--- config.mk ---
export PLATFORM = sky130hd
export DESIGN_NAME = barrel_shift_arbiter
export DESIGN_NICKNAME = d
export VERILOG_FILES = /design/src/rtl/barrel_shift_arbiter.sv
export SDC_FILE = /design/constraint.sdc
export NUM_CORES = 1
export LEC_CHECK = 0
export CORE_ASPECT_RATIO = 1.4
export CORE_MARGIN = 2
export CORE_UTILIZATION = 30
export CTS_BUF_LIST = sky130_fd_sc_hd__clkbuf_2
export DETAILED_ROUTE_END_ITERATION = 12
export GPL_TIMING_DRIVEN = 0
export SYNTH_ARGS = -nofsm -noshare
export SYNTH_HDL_FRONTEND = slang
export SYNTH_SLANG_ARGS = --single-unit
--- constraint.sdc ---
create_clock -name clk -period 1.92 [get_ports clk]
set_input_delay 0.384 -clock clk [delete_from_list [all_inputs] [get_ports clk]]
set_output_delay 0.384 -clock clk [all_outputs]
set_load 0.03 [all_outputs]
--- src/rtl/barrel_shift_arbiter.sv ---
// Two-requester round-robin front end sharing one 8-bit rotate datapath.
// One operation in flight at a time: IDLE grants, CALC registers the result, HOLD waits for the consumer.

module barrel_shift_prepost #(
    parameter int WIDTH = 8,
    parameter int SHW   = 3
) (
    input  logic [WIDTH-1:0] x,
    input  logic [SHW-1:0]   shift,
    input  logic             lr,
    output logic [WIDTH-1:0] y
);
    // Right rotation reuses the left-rotate stages by bit-reversing before and after.
    logic [WIDTH-1:0]          x_rev;
    logic [WIDTH-1:0]          y_rev;
    logic [SHW:0][WIDTH-1:0]   stg;

    genvar b, s;
    generate
        for (b = 0; b < WIDTH; b++) begin : g_rev
            assign x_rev[b] = x[WIDTH-1-b];
            assign y_rev[b] = stg[SHW][WIDTH-1-b];
        end

        for (s = 0; s < SHW; s++) begin : g_stage
            localparam int K = 1 << s;
            assign stg[s+1] = shift[s] ? {stg[s][WIDTH-1-K:0], stg[s][WIDTH-1:WIDTH-K]}
                                       : stg[s];
        end
    endgenerate

    assign stg[0] = lr ? x_rev : x;
    assign y      = lr ? y_rev : stg[SHW];
endmodule

module barrel_shift_arbiter #(
    parameter int WIDTH = 8,
    parameter int SHW   = 3
) (
    input  logic             clk,
    input  logic             rst_n,
    input  logic [1:0]       req_valid,
    output logic [1:0]       req_ready,
    input  logic [WIDTH-1:0] req0_x,
    input  logic [WIDTH-1:0] req1_x,
    input  logic [SHW-1:0]   req0_shift,
    input  logic [SHW-1:0]   req1_shift,
    input  logic             req0_lr,
    input  logic             req1_lr,
    output logic             rsp_valid,
    input  logic             rsp_ready,
    output logic [WIDTH-1:0] rsp_y,
    output logic             rsp_id,
    output logic             busy,
    output logic [15:0]      op_count
);
    typedef enum logic [1:0] {
        S_IDLE = 2'd0,
        S_CALC = 2'd1,
        S_HOLD = 2'd2
    } state_t;

    typedef struct packed {
        logic [WIDTH-1:0] x;
        logic [SHW-1:0]   shift;
        logic             lr;
    } op_t;

    state_t           state_q, state_d;
    logic             last_q, last_d;
    logic             grant_id_q, grant_id_d;
    op_t              op_q, op_d;
    logic             rsp_valid_q, rsp_valid_d;
    logic [WIDTH-1:0] rsp_y_q, rsp_y_d;
    logic             rsp_id_q, rsp_id_d;
    logic [15:0]      op_count_q, op_count_d;

    logic             winner;
    logic             grant;
    op_t              req_op [2];
    logic [WIDTH-1:0] shf_y;

    assign req_op[0] = '{x: req0_x, shift: req0_shift, lr: req0_lr};
    assign req_op[1] = '{x: req1_x, shift: req1_shift, lr: req1_lr};

    // With both pending, the side that did not win last time goes next.
    always_comb begin
        winner = req_valid[1];
        if (&req_valid) winner = ~last_q;
        grant     = (state_q == S_IDLE) && (|req_valid);
        req_ready = '0;
        if (grant) req_ready[winner] = 1'b1;
    end

    barrel_shift_prepost #(.WIDTH(WIDTH), .SHW(SHW)) u_shf (
        .x     (op_q.x),
        .shift (op_q.shift),
        .lr    (op_q.lr),
        .y     (shf_y)
    );

    always_comb begin
        state_d     = state_q;
        last_d      = last_q;
        grant_id_d  = grant_id_q;
        op_d        = op_q;
        rsp_valid_d = rsp_valid_q;
        rsp_y_d     = rsp_y_q;
        rsp_id_d    = rsp_id_q;
        op_count_d  = op_count_q;
        case (state_q)
            S_IDLE: begin
                if (grant) begin
                    op_d       = req_op[winner];
                    grant_id_d = winner;
                    last_d     = winner;
                    state_d    = S_CALC;
                end
            end
            S_CALC: begin
                rsp_y_d     = shf_y;
                rsp_id_d    = grant_id_q;
                rsp_valid_d = 1'b1;
                state_d     = S_HOLD;
            end
            S_HOLD: begin
                if (rsp_ready) begin
                    rsp_valid_d = 1'b0;
                    op_count_d  = op_count_q + 16'd1;
                    state_d     = S_IDLE;
                end
            end
            default: state_d = S_IDLE;
        endcase
    end

    always_ff @(posedge clk or negedge rst_n) begin
        if (!rst_n) begin
            state_q     <= S_IDLE;
            last_q      <= 1'b1;
            grant_id_q  <= 1'b0;
            op_q        <= '0;
            rsp_valid_q <= 1'b0;
            rsp_y_q     <= '0;
            rsp_id_q    <= 1'b0;
            op_count_q  <= '0;
        end else begin
            state_q     <= state_d;
            last_q      <= last_d;
            grant_id_q  <= grant_id_d;
            op_q        <= op_d;
            rsp_valid_q <= rsp_valid_d;
            rsp_y_q     <= rsp_y_d;
            rsp_id_q    <= rsp_id_d;
            op_count_q  <= op_count_d;
        end
    end

    assign rsp_valid = rsp_valid_q;
    assign rsp_y     = rsp_y_q;
    assign rsp_id    = rsp_id_q;
    assign busy      = (state_q != S_IDLE);
    assign op_count  = op_count_q;
endmodule

# Word level (Yosys, flattened, before mapping)
# Cells that the tools add are included.
dict set report totals {
  latch_bits 0
  out_inout_bits 29
  inputBits 29
  romBits 0
  elab_cells 48
  ff_bits 42
  mem_count 0
  mem_bits_rw 0
}
dict set report op_classes {
  n_mul 0
  shifts 0
  div_mod_pow 0
  n_bitwise 2
  mux 17
  addsub 1
  n_eq_ne 4
  n_lt_le_gt_ge 3
  n_reduce_logical 11
}
# cell n
set ops {}
lappend ops {{two-way mux 8 bit} 5}
lappend ops {{two-way mux 12 bit} 3}
lappend ops {{adder 16 x 1 -> 16 bit, second input constant} 1}
lappend ops {{AND reduction 2 bit} 5}
lappend ops {{two-way mux 2 bit} 3}
lappend ops {{case mux 2 bit (3 select lines)} 1}
lappend ops {{!= test 2 bit, second input constant} 2}
lappend ops {{nonzero test 2 bit} 2}
lappend ops {{two-way mux 1 bit} 3}
lappend ops {{== test 2 x 1 -> 1 bit, second input constant} 1}
lappend ops {{== test 2 bit, second input constant} 1}
lappend ops {{>= comparator 2 bit, second input constant} 1}
lappend ops {{logical AND 1 bit} 2}
lappend ops {{logical NOT 2 bit} 1}
lappend ops {{less-than comparator 1 x 2 -> 1 bit, second input constant} 1}
lappend ops {{NOT 1 -> 2 bit} 1}
lappend ops {{case mux 1 bit (2 select lines)} 1}
lappend ops {{OR reduction 2 bit} 1}
lappend ops {{demux 1 bit (select 1 bit)} 1}
lappend ops {{>= comparator 1 bit, second input constant} 1}
lappend ops {{NOT 1 bit} 1}

# Depth between registers and ports, before layout
dict set report depth {
  ltp_word 7
  depth_mapped 6
  depth_no_buf 5
}

# Cells and area by module
# From an unflattened synthesis, not the netlist that was laid out.
dict set report hier_totals {
  cells_unflattened 197
  area_unflattened_um2 2404.8
}
# module n_inst seq_area_each_um2 area_per_inst_um2 cells_per_inst
set by_module_without_submodules {}
lappend by_module_without_submodules {barrel_shift_arbiter 1 1052.3 1821.7 142}
lappend by_module_without_submodules {barrel_shift_prepost 1 0.0 583.1 55}

# Worst setup path before layout
# No wires, ideal clock.
dict set report synth_path {
  path_type {flip-flop to output port}
  from {register state_q[1]}
  to {output port req_ready[1]}
  path_slack_ps 168
  arrival_time_ps 1368
  path_stages_with_launch 5
  n_path_buf 2
  required_ps 1536
  cell_sequence {dfrtp_1 > nor2_1 > and3_1 > clkbuf_1 > clkbuf_1}
}
dict set report synth_via {
  elab_chain_len 3
}
# item line
set synth_rtl {}
lappend synth_rtl {{from (decl)} 69} ;# state_t state_q, state_d;
lappend synth_rtl {{from (signal assigned)} 148} ;# state_q <= state_d;
lappend synth_rtl {{logical NOT 2 bit} 90} ;# grant = (state_q == S_IDLE) && (|req_valid);
lappend synth_rtl {{logical AND 1 bit} 90}
lappend synth_rtl {{two-way mux 2 bit} 92} ;# if (grant) req_ready[winner] = 1'b1;
lappend synth_rtl {{to (decl)} 43} ;# output logic [1:0] req_ready,
# Every way passes these cells.

# Worst setup path after layout
dict set report layout_path {
  from {register state_q[0]}
  to {register op_count_q[11], in the netlist op_count[11]}
}
dict set report layout_via {
  elab_chain_len 2
}
# item line
set layout_rtl {}
lappend layout_rtl {{== test 2 bit} 111} ;# case (state_q)
lappend layout_rtl {{AND reduction 2 bit (no source line)} -}
lappend layout_rtl {{to (signal assigned)} 155} ;# op_count_q <= op_count_d;
lappend layout_rtl {{to (decl)} 76} ;# logic [15:0] op_count_q, op_count_d;
# Every way passes these cells.
# A chain may end at the register's enable or synchronous reset.

==> results.json <==
{
  "run_status": "finished clean",
  "setup_viol": 0,
  "max_cap_violations": 0,
  "die_height_um": 106.6,
  "fin_crit_sh_pct": 97.52,
  "first_iter_violations": 60,
  "worst-path-max-fanout": 7,
  "final_max_slew_viol_count": 0,
  "final.min_clock_period_ns": 1.872,
  "core_area_mm2": 0.007315,
  "timing.critical_path.required_ns": 2.23,
  "syn2layout_area_growth_pct": 38.75,
  "routed_wirelength_mm": 5.044,
  "hold_path_class": "input port to async pin",
  "yosys_warnings": 0,
  "maxSlewHeadroom_pct": 66.44,
  "number_of_clock_buffers_inserted_by_tritoncts": 5,
  "top_level_ports": 58,
  "worstSetupStartpointType": "flop",
  "insertion_delay_ns": 0.40,
  "timing.hold.ws_ns": 0.2666,
  "worstPathArrival_ns": 2.18,
  "global_route_wire_length_before_repair_mm": 8.487,
  "use_met2_pct": 24.10,
  "crit_path_end_kind": "flop",
  "unrepaired_setup_endpoints_after_global_routing": "yes",
  "cts_tree": "done",
  "clockRootBuffer": "sky130_fd_sc_hd__clkbuf_2",
  "grt_use_met1_pct": 14.72,
  "grt_util_all_layers_pct": 13.10,
  "portbufs": 57,
  "grt-busiest-layer": "met2",
  "achievable-frequency_mhz": 534.1,
  "grt.met3_usage_pct": 3.283,
  "worstMarginPinSlew_ns": 0.4996,
  "synthesized_net_count": 217,
  "detail_route.first_pass.iterations": 5,
  "post-dp-hpwl_mm": 3.824,
  "vias": 1759,
  "clock_sink_count": 42,
  "ant_diodes": 0,
  "drive_above_1_share_pct": 20.62,
  "overflow_after_grt": 0,
  "cp_max_delay_cell": "sky130_fd_sc_hd__nor4_2",
  "avgRoutedWirePerCell_um": 14.25,
  "ctsLongestPathBuffers": 2,
  "vdd.ir_drop.worst_mv": 0.7535,
  "synth.ff_latch_count": 42,
  "final_antenna_net_count": 0,
  "antenna_found_initial": 0,
  "final_nets": 286,
  "max_stage_delay_ns": 0.54,
  "seq_area_frac_synth_pct": 46.62,
  "crit_path_cell_trace": "buf_4 > nand3b_1 > nor4_2 > nand4_1 > xnor2_1",
  "initial_utilization_pct": 30.86,
  "first_global_vias": 1721,
  "p_per_area_mw_per_mm2": 1531,
  "die_w_um": 77.31,
  "cts.htree.levels": 2,
  "total_leakage_power_nw": 1.572,
  "synth.avg_cell_area_um2": 12.07,
  "num_rows": 37,
  "hold_viol_final": 0,
  "synth.cell_area_mm2": 0.002257,
  "fin_worst_skew_ns": 0.01400,
  "power_mw": 4.796,
  "path_class": "flop to flop",
  "die-area_mm2": 0.008244,
  "pin_count_of_the_biggest_net_entering_global_routing": 41,
  "syn_inst": 187,
  "ys_types": 30,
  "gp_routability_congestion": 0.7396,
  "worst_setup_hold_path_clk_slew_ns": 0.21,
  "route.detailed.drc": 0,
  "routed_via_density": 4.969
}
[cells in the mapped netlist]
| library cell | count | area share (%) |
|---|---|---|
| sky130_fd_sc_hd__nand4_1 | 3 | 0.83 |
| sky130_fd_sc_hd__mux2i_1 | 12 | 5.3 |
| sky130_fd_sc_hd__and3_1 | 4 | 1.1 |
| sky130_fd_sc_hd__nor3_1 | 2 | 0.44 |
| sky130_fd_sc_hd__a21o_1 | 2 | 0.66 |
| sky130_fd_sc_hd__buf_2 | 4 | 0.89 |
| sky130_fd_sc_hd__nand3b_1 | 2 | 0.66 |
| sky130_fd_sc_hd__o21ai_0 | 1 | 0.22 |
| sky130_fd_sc_hd__nor2_1 | 3 | 0.50 |
| sky130_fd_sc_hd__o221ai_1 | 8 | 3.1 |
| sky130_fd_sc_hd__a222oi_1 | 12 | 5.3 |
| sky130_fd_sc_hd__or2_2 | 2 | 0.55 |
| sky130_fd_sc_hd__dfrtp_1 | 41 | 45 |
| sky130_fd_sc_hd__mux2_2 | 3 | 1.5 |
| sky130_fd_sc_hd__nand3_1 | 3 | 0.66 |
| sky130_fd_sc_hd__nand2_1 | 22 | 3.7 |
| sky130_fd_sc_hd__and4_1 | 2 | 0.78 |
| sky130_fd_sc_hd__inv_1 | 15 | 2.5 |
| sky130_fd_sc_hd__dfstp_2 | 1 | 1.2 |
| sky130_fd_sc_hd__nand2b_1 | 3 | 0.83 |
| sky130_fd_sc_hd__mux4_2 | 11 | 11 |
| sky130_fd_sc_hd__xor2_1 | 5 | 1.9 |
| sky130_fd_sc_hd__nor4_2 | 1 | 0.55 |
| sky130_fd_sc_hd__buf_6 | 1 | 0.50 |
| sky130_fd_sc_hd__buf_1 | 2 | 0.33 |
| sky130_fd_sc_hd__clkbuf_1 | 6 | 1.0 |
| sky130_fd_sc_hd__o21ai_1 | 1 | 0.22 |
| sky130_fd_sc_hd__mux4_1 | 3 | 3.5 |
| sky130_fd_sc_hd__xnor2_1 | 11 | 4.3 |
| sky130_fd_sc_hd__ha_1 | 1 | 0.55 |
[cells in the final DEF, fill, tap and decap left out, drive strengths merged, types with 8 or more instances in the layout]
| master | count |
|---|---|
| a222oi | 12 |
| clkdlybuf4s50 | 28 |
| inv | 15 |
| xnor2 | 11 |
| mux4 | 14 |
| o221ai | 8 |
| nand2 | 22 |
| dlymetal6s2s | 11 |
| clkbuf | 12 |
| mux2i | 12 |
| buf | 15 |
| dlygate4sd2 | 14 |
| dfrtp | 41 |
[flip-flops by register name, summed over array words and instances (netlist names)]
name	cells
op_count	16
op_q	12
rsp_y	8
state_q	2
grant_id_q	1
last_q	1
rsp_id	1
rsp_valid	1
[critical path, delay by kind of cell (launching register included)]
family        cells  cell delay [ns]
xor+xnor          1             0.15
buf+inv           1             0.15
simple gates      3             1.01
flops             1             0.47
[layer usage]
metal  wire [µm]  share of wire, %
met1        1883                37
met2        2798                55
met3         273               5.4
met4          88               1.7
met5           0                 0
[worst paths after layout]
check	from	end	slack [ns]	cells after the start
max	state_q[0]	op_count[11]	0.05	5
min reg2reg	op_count[11]	op_count[11]	0.50	1
max in group asynchronous	rst_n	last_q	1.18	3
min	rst_n	op_count[2]	0.27	2
max reg2reg	state_q[0]	op_count[11]	0.05	5
min in group clk	op_count[11]	op_count[11]	0.50	1
[cell families (layout without fill, tap and decap cells)]
kind of cell | Yosys count | count (layout) | share of synthesized area, %
flip-flops | 42 | 42 | 46.62
multiplexers | 29 | 29 | 21.29
buffers and inverters | 28 | 98 | 5.211
AO/OA/AOI/OAI | 24 | 24 | 9.534
XOR/XNOR | 16 | 16 | 6.208
adder cells (fa/ha/maj) | 1 | 1 | 0.5542
AND/OR/NAND/NOR | 47 | 47 | 10.59
[where the power goes]
group          internal [mW]  switching [mW]  leakage [nW]
Combinational           1.39            1.38         0.997
Sequential              1.19           0.314         0.536
Clock                  0.225           0.291        0.0392
[repair_timing]
| item | CTS | global route |
|---|---|---|
| endpoints found under the setup margin | 17 | 22 |
| pin swaps | 2 | 2 |
| buffers inserted | 1 | 5 |
| endpoints found under the hold margin | 41 | 0 |
| resized for setup | 37 | 25 |
| hold buffers | 1 | 0 |
[per-stage QoR]
step / TNS, ns / cell area, µm² / setup slack, ns / util, % / std cells
floorplan: 0 / 2257 / 0.1676 / - / 187
global placement: -28.96 / 2949 / -0.8566 / 40.32 / 341
detailed placement: -3.999 / 2964 / -0.8765 / 40.52 / 342
CTS: -0.09806 / 3049 / -0.09806 / 41.69 / 350
global route: -0.3984 / 3132 / -0.07260 / 42.82 / 354
finish: 0 / 3132 / 0.04757 / 42.82 / 354
[final cells by class]
| type | instances | area [µm²] |
|---|---|---|
| fillers | 739 | 4183 |
| plain buffers | 10 | 56.30 |
| well taps | 97 | 121.4 |
| clock buffers | 6 | 30.03 |
| flip-flops and latches | 42 | 1055 |
| inverters | 15 | 56.30 |
| repair buffers | 65 | 648.1 |
| multi-input cells | 117 | 1127 |
| clock inverters | 2 | 37.54 |
No activity file was read; power rests on OpenSTA's default activity.
